**src/rtl/mdu_pkg.sv**
```systemverilog
`default_nettype none
// ============================================================================
//  Module      : mdu_pkg
//  Description : Shared definitions for the multiply/divide-unit sequencer:
//                operation encodings, sequencer state enum, iteration count,
//                ALU-control codes for the HI/LO instructions and a
//                magnitude helper used when latching signed operands.
//  Revision    : 1.0  initial release
// ============================================================================
package mdu_pkg;

    // Operand and HI/LO width; the sequencer is built for 32 bits only.
    localparam int MDU_DW    = 32;

    // Number of shift-add iterations for one full product.
    localparam int MULT_ITER = 32;

    // Operation select as presented on the op port.
    typedef enum logic [1:0] {
        MDU_MUL   = 2'b00,
        MDU_MADD  = 2'b01,
        MDU_MADDU = 2'b10,
        MDU_CLR   = 2'b11
    } mdu_op_e;

    // Sequencer states.
    typedef enum logic [1:0] {
        IDLE = 2'd0,
        MULT = 2'd1,
        SIGN = 2'd2,
        WB   = 2'd3
    } mdu_state_e;

    // ALU-control codes the decoder uses to steer instructions to this unit.
    localparam logic [3:0] ALU_MADD  = 4'b0000;
    localparam logic [3:0] ALU_MADDU = 4'b0001;
    localparam logic [3:0] ALU_MUL   = 4'b0011;

    // Two's-complement magnitude. 0x80000000 maps to itself, which is the
    // correct unsigned magnitude of the most negative value.
    function automatic logic [MDU_DW-1:0] mdu_mag(input logic [MDU_DW-1:0] v);
        return v[MDU_DW-1] ? ((~v) + 32'd1) : v;
    endfunction

endpackage : mdu_pkg
`default_nettype wire

```
**src/rtl/mdu_sequencer.sv**
```systemverilog
`default_nettype none
// ============================================================================
//  Module      : mdu_sequencer
//  Description : Multi-cycle shift-add multiplier with HI/LO accumulation.
//                Supports mul (signed, LO only), madd (signed accumulate),
//                maddu (unsigned accumulate) and clr (HI/LO <- 0).
//                Fixed latency: start at edge E0, done in the cycle after
//                edge E0+34 (32 iterations + sign fix-up + writeback).
//  Ports       : clk    - system clock, rising edge
//                rst    - asynchronous active-high reset
//                start  - request, sampled only while busy is low
//                op     - operation select (see mdu_pkg::mdu_op_e)
//                src_a  - multiplicand (rs)
//                src_b  - multiplier (rt)
//                busy   - sequencer occupied, pipeline must stall
//                done   - one-cycle completion pulse
//                hi, lo - HI/LO registers
//                result - copy of lo for the mul writeback
//  Revision    : 1.0  initial release
// ============================================================================
module mdu_sequencer
    import mdu_pkg::*;
#(
    parameter int DW = 32
) (
    input  logic          clk,
    input  logic          rst,
    input  logic          start,
    input  logic [1:0]    op,
    input  logic [DW-1:0] src_a,
    input  logic [DW-1:0] src_b,
    output logic          busy,
    output logic          done,
    output logic [DW-1:0] hi,
    output logic [DW-1:0] lo,
    output logic [DW-1:0] result
);

    localparam int       PW       = 2 * DW;
    localparam bit [4:0] CNT_LAST = 5'(MULT_ITER - 1);

    // ------------------------------------------------------------------
    // State
    // ------------------------------------------------------------------
    mdu_state_e    state_q,  state_d;
    mdu_op_e       op_q,     op_d;
    logic [4:0]    cnt_q,    cnt_d;
    logic [PW-1:0] prod_q,   prod_d;
    logic [PW-1:0] mcand_q,  mcand_d;   // multiplicand, shifted left per step
    logic [DW-1:0] mplier_q, mplier_d;  // multiplier, shifted right per step
    logic          neg_q,    neg_d;
    logic [DW-1:0] hi_q,     hi_d;
    logic [DW-1:0] lo_q,     lo_d;
    logic          done_q,   done_d;

    // ------------------------------------------------------------------
    // Single shared 64-bit adder. Operand muxing lives in the FSM block:
    //   MULT : prod + (mplier[0] ? mcand : 0)
    //   SIGN : ~prod + 1                    (negation)
    //   WB   : {hi,lo} + prod               (accumulate, carry dropped)
    // ------------------------------------------------------------------
    logic [PW-1:0] add_a;
    logic [PW-1:0] add_b;
    logic          add_cin;
    logic [PW-1:0] add_sum;

    assign add_sum = add_a + add_b + {{(PW-1){1'b0}}, add_cin};

    // ------------------------------------------------------------------
    // Next-state and datapath control
    // ------------------------------------------------------------------
    always_comb begin
        state_d  = state_q;
        op_d     = op_q;
        cnt_d    = cnt_q;
        prod_d   = prod_q;
        mcand_d  = mcand_q;
        mplier_d = mplier_q;
        neg_d    = neg_q;
        hi_d     = hi_q;
        lo_d     = lo_q;
        done_d   = 1'b0;
        add_a    = '0;
        add_b    = '0;
        add_cin  = 1'b0;

        case (state_q)
            IDLE: begin
                if (start) begin
                    if (op == MDU_CLR) begin
                        // Single-edge operation: no busy phase at all.
                        hi_d   = '0;
                        lo_d   = '0;
                        done_d = 1'b1;
                    end else begin
                        op_d   = mdu_op_e'(op);
                        prod_d = '0;
                        cnt_d  = '0;
                        if (op == MDU_MADDU) begin
                            mcand_d  = {{DW{1'b0}}, src_a};
                            mplier_d = src_b;
                            neg_d    = 1'b0;
                        end else begin
                            // Signed ops multiply magnitudes and fix the
                            // sign once at the end.
                            mcand_d  = {{DW{1'b0}}, mdu_mag(src_a)};
                            mplier_d = mdu_mag(src_b);
                            neg_d    = src_a[DW-1] ^ src_b[DW-1];
                        end
                        state_d = MULT;
                    end
                end
            end

            MULT: begin
                add_a    = prod_q;
                add_b    = mplier_q[0] ? mcand_q : '0;
                prod_d   = add_sum;
                mcand_d  = {mcand_q[PW-2:0], 1'b0};
                mplier_d = {1'b0, mplier_q[DW-1:1]};
                cnt_d    = cnt_q + 5'd1;
                // Iteration count is fixed; zero operands do not exit early.
                if (cnt_q == CNT_LAST) begin
                    state_d = SIGN;
                end
            end

            SIGN: begin
                if (neg_q) begin
                    add_a   = ~prod_q;
                    add_cin = 1'b1;
                    prod_d  = add_sum;
                end
                state_d = WB;
            end

            WB: begin
                if (op_q == MDU_MUL) begin
                    lo_d = prod_q[DW-1:0];
                end else begin
                    add_a        = {hi_q, lo_q};
                    add_b        = prod_q;
                    {hi_d, lo_d} = add_sum;
                end
                done_d  = 1'b1;
                state_d = IDLE;
            end

            default: begin
                state_d = IDLE;
            end
        endcase
    end

    // ------------------------------------------------------------------
    // Registers
    // ------------------------------------------------------------------
    always_ff @(posedge clk or posedge rst) begin
        if (rst) begin
            state_q  <= IDLE;
            op_q     <= MDU_MUL;
            cnt_q    <= '0;
            prod_q   <= '0;
            mcand_q  <= '0;
            mplier_q <= '0;
            neg_q    <= 1'b0;
            hi_q     <= '0;
            lo_q     <= '0;
            done_q   <= 1'b0;
        end else begin
            state_q  <= state_d;
            op_q     <= op_d;
            cnt_q    <= cnt_d;
            prod_q   <= prod_d;
            mcand_q  <= mcand_d;
            mplier_q <= mplier_d;
            neg_q    <= neg_d;
            hi_q     <= hi_d;
            lo_q     <= lo_d;
            done_q   <= done_d;
        end
    end

    // ------------------------------------------------------------------
    // Outputs
    // ------------------------------------------------------------------
    assign busy   = (state_q != IDLE);
    assign done   = done_q;
    assign hi     = hi_q;
    assign lo     = lo_q;
    assign result = lo_q;

endmodule : mdu_sequencer
`default_nettype wire

```
**config.mk**
```make
export PLATFORM = sky130hd
export DESIGN_NAME = mdu_sequencer
export DESIGN_NICKNAME = d
export VERILOG_FILES = /design/src/rtl/mdu_pkg.sv /design/src/rtl/mdu_sequencer.sv
export SDC_FILE = /design/constraint.sdc
export NUM_CORES = 1
export LEC_CHECK = 0
export CAP_MARGIN = 10
export CORE_UTILIZATION = 40
export DETAILED_ROUTE_END_ITERATION = 10
export GPL_ROUTABILITY_DRIVEN = 1
export SLEW_MARGIN = 20
export SYNTH_ARGS = -nofsm -noshare
export SYNTH_HDL_FRONTEND = slang
export SYNTH_SLANG_ARGS = --single-unit
```
**constraint.sdc**
```tcl
create_clock -name clk -period 12.9 [get_ports clk]
set_input_delay 3.225 -clock clk [delete_from_list [all_inputs] [get_ports clk]]
set_output_delay 3.225 -clock clk [all_outputs]
set_load 0.02 [all_outputs]
```
==> results of run 1 <==
[registers in the layout (all words and copies together), names as in the netlist, 2 cells and up]
name and cells:
state_q 2, prod_q 64, mplier_q 32, hi 32, mcand_q 64, cnt_q 5
op_q 2, lo 32
[cell usage in the layout, fill, tap and decap left out, drive strengths merged, types with 22 or more instances in the layout]
cell type      count
nand3             51
a21oi            171
inv               35
mux2i             26
xor2              47
clkbuf            39
a21o              37
dfrtp            235
xnor2             67
a221oi            68
ha                71
nand2            282
o21ai            170
nor3              23
clkdlybuf4s50    166
a22o             142
o31ai             22
nor2             255
[tightest hold or removal path, delay by kind of cell, from the launching register on]
kind	cells	cell delay (ns)
and+or+nand+nor	1	0.05
AOI/OAI and AO/OA	1	0.06
DFF	1	0.33
[layout make-up]
| type | instances | area [sq um] |
|---|---|---|
| fillers | 4005 | 21600 |
| multi-input cells | 1602 | 10000 |
| flip-flops and latches | 235 | 5880 |
| repair buffers | 180 | 1770 |
| clock buffers | 39 | 792 |
| well taps | 532 | 666 |
| clock inverters | 10 | 143 |
| inverters | 35 | 139 |
[power breakdown]
| part | internal (W) | switching, W | leakage [nW] |
|---|---|---|---|
| clock | 0.000486 | 0.000331 | 0.457 |
| combinational | 0.000589 | 0.00126 | 5.22 |
| sequential | 0.000948 | 0.000240 | 3.16 |
[per-layer routing]
metal / GRT usage [%] / wire length [microns] / up-vias
met5: 0 / 0 / -
met2: 36.4 / 22000 / 513
met3: 3.41 / 3400 / 43
met1: 35.4 / 24300 / 7599
li1: - / - / 7438
met4: 4.62 / 652 / 0
[worst min-delay path by stage]
stage,slack (ns),startpoint,to,cells after the start
floorplan,0.44,mcand_q[63]$_DFFE_PP0P_,mcand_q[63]$_DFFE_PP0P_,2
global placement,0.46,mplier_q[0]$_DFFE_PP0P_,mplier_q[0]$_DFFE_PP0P_,2
detailed placement,0.47,mplier_q[27]$_DFFE_PP0P_,mplier_q[27]$_DFFE_PP0P_,2
CTS,0.48,mplier_q[27]$_DFFE_PP0P_,mplier_q[27]$_DFFE_PP0P_,2
global route,0.50,mcand_q[63]$_DFFE_PP0P_,mcand_q[63]$_DFFE_PP0P_,2
finish,0.48,mplier_q[27]$_DFFE_PP0P_,mplier_q[27]$_DFFE_PP0P_,2
[through the flow]
stage,power (W),worst slack (ns),hold slack (ns),cell area [sq um]
after floorplan,0.00242,3.23,0.440,16700
after global placement,0.00299,6.72,0.455,18400
after detailed placement,0.00303,6.72,0.467,18400
after CTS,0.00386,7.12,0.480,19400
after global routing,0.00411,6.86,0.498,19400
final,0.00385,7.17,0.478,19400
[cell families after synthesis]
logic type / Yosys count / share of synthesized area, %
AO/OA/AOI/OAI: 691 / 28.3
AND/OR/NAND/NOR: 698 / 18.0
buffers and inverters: 207 / 5.48
multiplexers: 26 / 1.56
adder cells (fa/ha/maj): 73 / 5.55
XOR/XNOR: 114 / 5.97
flip-flops: 235 / 35.2
==> results.py, run 1 <==
metrics = {
    "status": {
        "status": "finished with violations",
        "violations": "design-rule violations",
    },
    "global_route": {
        "grt.overflow.total": 0,
        "grt_pass1_vias": 14820,
        "grt_max_degree": 91,
        "grt.total_usage_pct": 23.8,
        "grt_antenna_before_repair": 0,
        "grt_pass1_wl_microns": 81300,
    },
    "critical_path": {
        "cp-endpoint": "prod_q[54]$_DFFE_PP0P_",
        "critPathCaptureType": "register",
        "r2r-end": "prod_q[54]$_DFFE_PP0P_",
        "critical_path.top_delay_family": "compound AO/OA/AOI/OAI gates",
        "path_cells": "or2_2 -> and2_4 -> a221oi_1 -> nor2_1 -> fa_1 -> fa_1 -> a21o_1 -> o2bb2ai_1 -> o31a_2 -> a31oi_2 -> o21bai_1 -> nand2b_1 -> a31oi_2 -> o31ai_1 -> xnor2_1 -> o21ai_0",
        "crit_arrival_ns": 6.16,
        "critPathSlowestCell": "or2_2",
        "cpPeakStageDelay_ns": 0.68,
        "worstSetupPathType": "reg -> reg",
        "cp_num_buf_inv": 0,
        "crit_path_start": "op_q[0]$_DFFE_PP0P_",
        "path_depth": 16,
        "r2r_start": "op_q[0]$_DFFE_PP0P_",
        "startpoint_type": "register",
        "path_max_fanout": 83,
        "cp.required_ns": 13.33,
        "reg2regPathDepth": 16,
        "ff2ff_setup_slack_ns": 7.17,
    },
    "sta": {
        "tns_ns": 0,
        "relSlewSlack_pct": 26.1,
        "timing.final.crit_share_pct": 44.4,
        "clock.fmax_mhz": 174,
        "grt_setup_unrepaired": "no",
        "tightest_slew_ns": 1.11,
        "finalHoldViolCount": 0,
        "setup_viol": 0,
        "fin_skew_ns": 0.0266,
        "period_minus_slack_ns": 5.73,
        "slew_viol_final": 0,
    },
    "floorplanning": {
        "fp.coreArea_sq_um": 41000,
        "row_count": 74,
        "initial_core_util_pct": 40.8,
        "fp.dieArea_sq_um": 42600,
        "io_pins": 167,
        "die_y_microns": 206,
        "die_x_microns": 206,
    },
    "logic_synthesis": {
        "netlist_instances": 2044,
        "yosysTopAreaCellShare_pct": 35.2,
        "synth.area.top_cells": "dfrtp_1 35%, a22o_1 7.4%, nand2_1 6.3%",
        "ys_warn_count": 0,
        "ys.flop_type": "dfrtp_1",
        "synth_commonest_cells": "279 x nand2_1, 254 x nor2_1, 235 x dfrtp_1",
        "syn-num-nets": 2186,
        "yosysMostFrequentCell": "nand2_1",
        "yosys_register_bits": 235,
        "yosys.area.top_type": "dfrtp_1",
        "syn_avg_cell_area_sq_um": 8.18,
        "ys_types": 79,
        "syn_area_sq_um": 16700,
        "synth-seq-area-share_pct": 35.2,
        "async_flop_share_pct": 100,
        "synth_edf_count": 0,
    },
    "place": {
        "dpl.cell_count": 2584,
        "dp_hpwl_microns": 34400,
        "gp_congestion": 0.932,
        "numPortBuffers": 166,
    },
    "power_and_ir_drop": {
        "power_leakage_nw": 8.83,
        "p_per_area_nw_per_um2": 199,
        "irDropWorstVdd_mv": 0.145,
    },
    "detailed_routing": {
        "num_vias": 15593,
        "drc": 6,
        "viasPerCell": 5.92,
        "drt-initial-drc-count": 1417,
        "routedWlPerCell_microns": 19.1,
        "firstDrtPassIters": 9,
        "wl_microns": 50400,
        "ant_nets": 0,
    },
    "clock_tree": {
        "cts_num_sinks": 235,
        "numCtsBuffers": 28,
        "clockBufferDepth": 3,
        "cts_tree": "done",
        "post_cts_buffers": 0,
        "ctsResizeCount": 0,
        "cts.htree.levels": 1,
        "clk_pin_slew_ns": 0.06,
        "insertion_delay_ns": 0.58,
        "root_buffer": "clkbuf_16",
        "cts_hold_buffers": 0,
    },
    "cells_and_area": {
        "layout.nets": 2224,
        "drive_gt1_share_pct": 4.71,
        "syn_to_final_growth_pct": 15.9,
        "diodes": 0,
        "final_cells": 2633,
        "utilization_pct": 47.3,
    },
    "hold_path": {
        "hold_path_class": "reg -> reg",
    },
    "job": {
        "max_cap_viol_count": 0,
    },
}
No activity file was read; power rests on OpenSTA's default activity.
==> inputs of run 2 (changes only) <==
clock period = 4.71 ns   (was 12.9 ns; I/O delays follow)
==> run 2 against run 1 <==
The run still ends with design-rule violations left. Via count up 0.38%. Sequential power rose to 2.7 times the previous value. Critical endpoint is now hi[26]$_DFFE_PP0P_. Wire length increased by 2.6%. Total power grew to 2.9 times the previous value. Clock skew shrank 0.014 ns. Die area stayed put. Combinational power grew to 2.9 times the previous value. Largest power group unchanged. Cell area is 2.7% higher. Setup slack worse by 7.0 ns.
==> results.py, run 2 (same netlist as run 1, synthesis figures left out) <==
metrics = {
    "power_and_ir_drop": {
        "power_leakage_nw": 9.11,
        "p_per_area_nw_per_um2": 552,
        "p_clk_share_pct": 21.9,
        "switching_share_pct": 46.5,
        "comb_power_share_pct": 48.5,
        "irDropWorstVdd_mv": 0.518,
        "p_int_w": 0.00588,
        "switchingPower_w": 0.00510,
        "p_seq_share_pct": 29.6,
    },
    "sta": {
        "period_minus_slack_ns": 4.55,
        "relSlewSlack_pct": 38.8,
        "grt_setup_unrepaired": "no",
        "fin_skew_ns": 0.0128,
        "tightest_slew_ns": 0.917,
        "slew_viol_final": 0,
        "clock.fmax_mhz": 220,
        "finalHoldViolCount": 0,
        "setup_viol": 0,
        "tns_ns": 0,
        "timing.final.crit_share_pct": 96.7,
        "setup_ws_ns": 0.157,
    },
    "clock_tree": {
        "numCtsBuffers": 29,
        "cts_tree": "done",
        "insertion_delay_ns": 0.58,
        "clockBufferDepth": 3,
        "cts.htree.levels": 1,
        "cts_num_sinks": 235,
        "clk_pin_slew_ns": 0.06,
        "root_buffer": "clkbuf_16",
        "cts_hold_buffers": 0,
    },
    "detailed_routing": {
        "wl_microns": 51700,
        "firstDrtPassIters": 8,
        "ant_nets": 0,
        "routedWlPerCell_microns": 19.3,
        "num_vias": 15652,
        "viasPerCell": 5.86,
        "drc": 9,
        "drt-initial-drc-count": 1606,
    },
    "cells_and_area": {
        "utilization_pct": 48.5,
        "diodes": 0,
        "drive_gt1_share_pct": 6.68,
        "final_cell_mix": "276 x nand2_1, 253 x nor2_1, 235 x dfrtp_1",
        "layout.nets": 2259,
        "multiInputGateArea_sq_um": 10000,
        "syn_to_final_growth_pct": 19.1,
        "final_common_cell": "nand2_1",
        "nFillCells": 3947,
        "final_cells": 2672,
        "ff_latch_area_sq_um": 5880,
        "reg_top3": "mcand_q (64), prod_q (64)",
    },
    "global_route": {
        "grt_antenna_before_repair": 0,
        "grt_max_degree": 116,
        "grt.overflow.total": 0,
        "grt.total_usage_pct": 24.6,
        "grt_pass1_wl_microns": 83400,
        "grt_pass1_vias": 15132,
    },
    "floorplanning": {
        "die_x_microns": 206,
        "fp.dieArea_sq_um": 42600,
        "io_pins": 167,
        "fp.coreArea_sq_um": 41000,
        "row_count": 74,
        "die_y_microns": 206,
        "initial_core_util_pct": 40.8,
    },
    "critical_path": {
        "crit_arrival_ns": 5.01,
        "critPathCaptureType": "register",
        "cp.required_ns": 5.17,
        "startpoint_type": "register",
        "path_max_fanout": 5,
        "worstSetupPathType": "reg -> reg",
    },
    "place": {
        "dpl.cell_count": 2614,
        "pre_cts_ws_ns": 0.0868,
        "gp_congestion": 0.907,
        "dp_hpwl_microns": 36100,
        "numPortBuffers": 166,
    },
    "status": {
        "status": "finished with violations",
        "violations": "design-rule violations",
    },
    "hold_path": {
        "hold_path_class": "reg -> reg",
    },
    "job": {
        "max_cap_viol_count": 0,
    },
}
run 2: cell types whose count changed in the layout (fill, tap and decap cells not counted), moves of 2 or more:
cell | previous run | this run
nand2_2 | 4 | 6
inv_6 | 0 | 2
a31oi_2 | 2 | 0
buf_12 | 0 | 10
buf_4 | 14 | 36
clkbuf_8 | 5 | 8
a31oi_4 | 0 | 2
run 2: worst paths after layout:
check / from / cells past startpoint / end / slack, ns
worst max-delay path: op_q[0]$_DFFE_PP0P_ / 16 / hi[26]$_DFFE_PP0P_ / 0.16
worst min register to register: mplier_q[25]$_DFFE_PP0P_ / 2 / mplier_q[25]$_DFFE_PP0P_ / 0.48
min in group asynchronous: rst / 2 / prod_q[15]$_DFFE_PP0P_ / 0.95
max in group asynchronous: rst / 3 / mplier_q[13]$_DFFE_PP0P_ / 2.90
worst max register to register: op_q[0]$_DFFE_PP0P_ / 16 / hi[26]$_DFFE_PP0P_ / 0.16
worst min-delay path: mplier_q[25]$_DFFE_PP0P_ / 2 / mplier_q[25]$_DFFE_PP0P_ / 0.48
run 2: per-layer routing:
| layer | global-route usage [%] | share of wire, % | up-vias | routed length [microns] |
|---|---|---|---|---|
| met5 | 0 | 0 | - | 0 |
| met4 | 5.96 | 2.0 | 0 | 1040 |
| met3 | 3.41 | 6.3 | 76 | 3240 |
| met2 | 37.7 | 43 | 508 | 22400 |
| met1 | 36.0 | 48 | 7562 | 25000 |
| li1 | - | - | 7506 | - |
run 2: power groups by stage:
| stage | registers, W | clock network, W | logic [W] |
|---|---|---|---|
| after floorplan | 0.00313 | 0 | 0.00350 |
| after global placement | 0.00325 | 0 | 0.00516 |
| after detailed placement | 0.00327 | 0 | 0.00522 |
| after CTS | 0.00324 | 0.00246 | 0.00524 |
| after global routing | 0.00333 | 0.00252 | 0.00585 |
| final | 0.00326 | 0.00240 | 0.00532 |
run 2: area by class of cell:
cell class | count | area share, %
Multi-Input combinational cell | 1602 | 50.4
Sequential cell | 235 | 29.5
Timing Repair Buffer | 214 | 10.9
Clock buffer | 43 | 4.31
Tap cell | 532 | 3.34
Clock inverter | 11 | 0.848
Inverter | 35 | 0.679
run 2: timing repair:
item / CTS / global route
resized for setup: 0 / 5
endpoints found under the hold margin: 0 / 0
setup endpoints to repair: 0 / 18
buffers inserted: 0 / 3
run 2: worst max-delay path, stage by stage, from the launching register on:
cell and delay [ns]:
dfrtp_1 0.38, or2_2 0.31, and2_4 0.19, a221oi_1 0.25, nor2_1 0.10, fa_1 0.47
fa_1 0.43, a21o_1 0.19, o2bb2ai_1 0.21, o31a_2 0.41, a31oi_4 0.20, o21bai_2 0.13
nand2b_2 0.23, a31oi_4 0.30, o31ai_1 0.18, xor2_1 0.19, a22o_1 0.24
run 2: metrics by stage:
step	cell area [sq um]	hold slack, ns	total power (W)
2_1_floorplan	16700	0.440	0.00663
3_5_place_dp	18800	0.470	0.00849
5_1_grt	19900	0.499	0.0117
4_1_cts	19800	0.482	0.0109
3_3_place_gp	18800	0.462	0.00841
6_report	19900	0.477	0.0110
==> inputs of run 3 (changes only) <==
CORE_ASPECT_RATIO = 1.1   (was unset)
==> run 3 against run 2 <==
The run now ends clean. Wire length rose by 0.33%. Core utilization shrank 0.17 points. Total power is 1.6% lower. Largest cell class unchanged. Highest routed layer is now met5.
==> results.py, run 3 (same netlist as run 1, synthesis figures left out) <==
metrics = {
    "detailed_routing": {
        "wl_microns": 51900,
        "drc": 0,
        "ant_nets": 0,
        "firstDrtPassIters": 8,
        "drt-initial-drc-count": 1192,
        "num_vias": 15694,
        "routedWlPerCell_microns": 19.2,
        "viasPerCell": 5.81,
    },
    "cells_and_area": {
        "final_cell_area_sq_um": 19900,
        "final_cells": 2703,
        "syn_to_final_growth_pct": 19.1,
        "reg_top3": "mcand_q (64), prod_q (64)",
        "diodes": 0,
        "final_common_cell": "nand2_1",
        "drive_gt1_share_pct": 7.14,
        "layout.nets": 2265,
        "final_cell_mix": "277 x nand2_1, 253 x nor2_1, 235 x dfrtp_1",
    },
    "clock_tree": {
        "numCtsBuffers": 28,
        "clockBufferDepth": 3,
        "insertion_delay_ns": 0.57,
        "cts_num_sinks": 235,
        "root_buffer": "clkbuf_16",
        "cts.htree.levels": 1,
        "clk_pin_slew_ns": 0.06,
        "cts_tree": "done",
    },
    "power_and_ir_drop": {
        "p_seq_share_pct": 30.0,
        "total_power_w": 0.0108,
        "p_per_area_nw_per_um2": 542,
        "switching_share_pct": 47.1,
        "power_leakage_nw": 9.10,
        "p_clk_share_pct": 20.1,
        "comb_power_share_pct": 49.9,
        "p_int_w": 0.00572,
        "switchingPower_w": 0.00509,
        "irDropWorstVdd_mv": 0.417,
    },
    "sta": {
        "setup_viol": 0,
        "period_minus_slack_ns": 4.46,
        "tns_ns": 0,
        "clock.fmax_mhz": 224,
        "fin_skew_ns": 0.0122,
        "timing.final.crit_share_pct": 94.7,
        "holdWs_ns": 0.483,
        "relSlewSlack_pct": 33.6,
        "finalHoldViolCount": 0,
        "tightest_slew_ns": 0.992,
        "slew_viol_final": 0,
    },
    "critical_path": {
        "critPathSlowestCell": "ha_1",
        "cpPeakStageDelay_ns": 0.39,
        "cp.required_ns": 5.16,
        "path_max_fanout": 45,
        "r2r_start": "op_q[0]$_DFFE_PP0P_",
        "worstSetupPathType": "reg -> reg",
        "crit_arrival_ns": 4.91,
        "startpoint_type": "register",
        "reg2regPathDepth": 16,
        "r2r-end": "prod_q[60]$_DFFE_PP0P_",
        "critPathCaptureType": "register",
        "ff2ff_setup_slack_ns": 0.25,
        "path_cells": "or2_2 -> and2_4 -> buf_4 -> a221oi_1 -> nor2_1 -> ha_1 -> a21oi_1 -> o21ai_0 -> a211o_1 -> a31o_1 -> o21ai_2 -> a2111oi_4 -> o31a_4 -> a41o_1 -> xor2_1 -> a22o_1",
    },
    "floorplanning": {
        "fp.dieArea_sq_um": 42600,
        "row_count": 78,
        "die_x_microns": 197,
        "io_pins": 167,
        "die_y_microns": 216,
        "fp.coreArea_sq_um": 41200,
        "initial_core_util_pct": 40.6,
    },
    "status": {
        "status": "complete, no violations",
    },
    "hold_path": {
        "hold_depth": 2,
        "hold_path_class": "reg -> reg",
        "min-delay-start": "mplier_q[19]$_DFFE_PP0P_",
        "hold_end": "mplier_q[19]$_DFFE_PP0P_",
    },
    "global_route": {
        "grt.overflow.total": 0,
        "grt_pass1_wl_microns": 83800,
        "grt.total_usage_pct": 24.4,
        "grt_pass1_vias": 15103,
        "grt_max_degree": 149,
        "grt_antenna_before_repair": 6,
    },
    "place": {
        "placed_cell_area_sq_um": 18900,
        "dp_hpwl_microns": 37000,
        "numPortBuffers": 166,
        "dpl.cell_count": 2649,
        "gp_congestion": 0.922,
    },
    "job": {
        "max_cap_viol_count": 0,
    },
}
[run 3: changes by cell type in the layout (fill, tap and decap cells not counted), moves of 2 or more]
cell | before | now
bufinv_16 | 4 | 1
a21oi_1 | 170 | 167
a21oi_2 | 1 | 4
buf_4 | 36 | 43
clkinv_2 | 3 | 7
inv_6 | 2 | 0
clkbuf_8 | 8 | 6
[run 3: worst max path at each step]
stage / from / endpoint / slack (ns) / cells after the start
global placement: state_q[0]$_DFFE_PP0P_ / hi[27]$_DFFE_PP0P_ / 0.18 / 19
global route: op_q[0]$_DFFE_PP0P_ / prod_q[40]$_DFFE_PP0P_ / -0.02 / 17
finish: op_q[0]$_DFFE_PP0P_ / prod_q[60]$_DFFE_PP0P_ / 0.25 / 16
floorplan: op_q[0]$_DFFE_PP0P_ / prod_q[60]$_DFFE_PP0P_ / 0.06 / 19
CTS: state_q[0]$_DFFE_PP0P_ / prod_q[50]$_DFFE_PP0P_ / 0.09 / 19
detailed placement: state_q[0]$_DFFE_PP0P_ / prod_q[50]$_DFFE_PP0P_ / 0.10 / 19
[run 3: timing repair]
| item | 4_1_cts | 5_1_grt |
|---|---|---|
| setup endpoints to repair | 0 | 27 |
| hold endpoints to repair | 0 | 0 |
| buffers inserted | 0 | 3 |
| gates resized for setup | 0 | 16 |
| hold buffers | 0 | 0 |
[run 3: cell type report]
class                   count  area [sq um]
clock buffers              40           827
multi-input cells        1602         10100
well taps                 560           701
repair buffers            221          2220
clock inverters            10          81.3
inverters                  35           135
fillers                  4025         21300
flip-flops and latches    235          5880
[run 3: per-layer routing]
layer  track usage (%)  share of wire [%]  vias up  wire, microns
met2              39.2                 46      444          23700
met3              4.78                6.6       69           3410
met1              34.0                 46     7644          23900
met5                 0               0.12        -             62
met4              5.09                1.5       10            779
li1                  -                  -     7527              -
[run 3: through the flow]
stage	setup slack (ns)	utilization, %
2_1_floorplan	0.0617	-
3_3_place_gp	0.176	45.9
3_5_place_dp	0.101	45.9
4_1_cts	0.0883	48.1
5_1_grt	-0.0152	48.4
6_report	0.249	48.4
[run 3: worst max-delay path, delay by kind of cell, from the launching register on]
family	cells	cell delay (ns)
xor+xnor	1	0.15
simple gates	3	0.58
flops	1	0.38
fa+ha+maj	1	0.39
compound gates	10	2.55
buf+inv	1	0.27
[run 3: power groups by stage]
stage | clock network (W) | logic [W] | registers [W]
after floorplan | 0 | 0.00350 | 0.00313
after global placement | 0 | 0.00525 | 0.00324
after detailed placement | 0 | 0.00533 | 0.00326
after CTS | 0.00221 | 0.00534 | 0.00323
after global routing | 0.00229 | 0.00592 | 0.00332
final | 0.00217 | 0.00539 | 0.00325
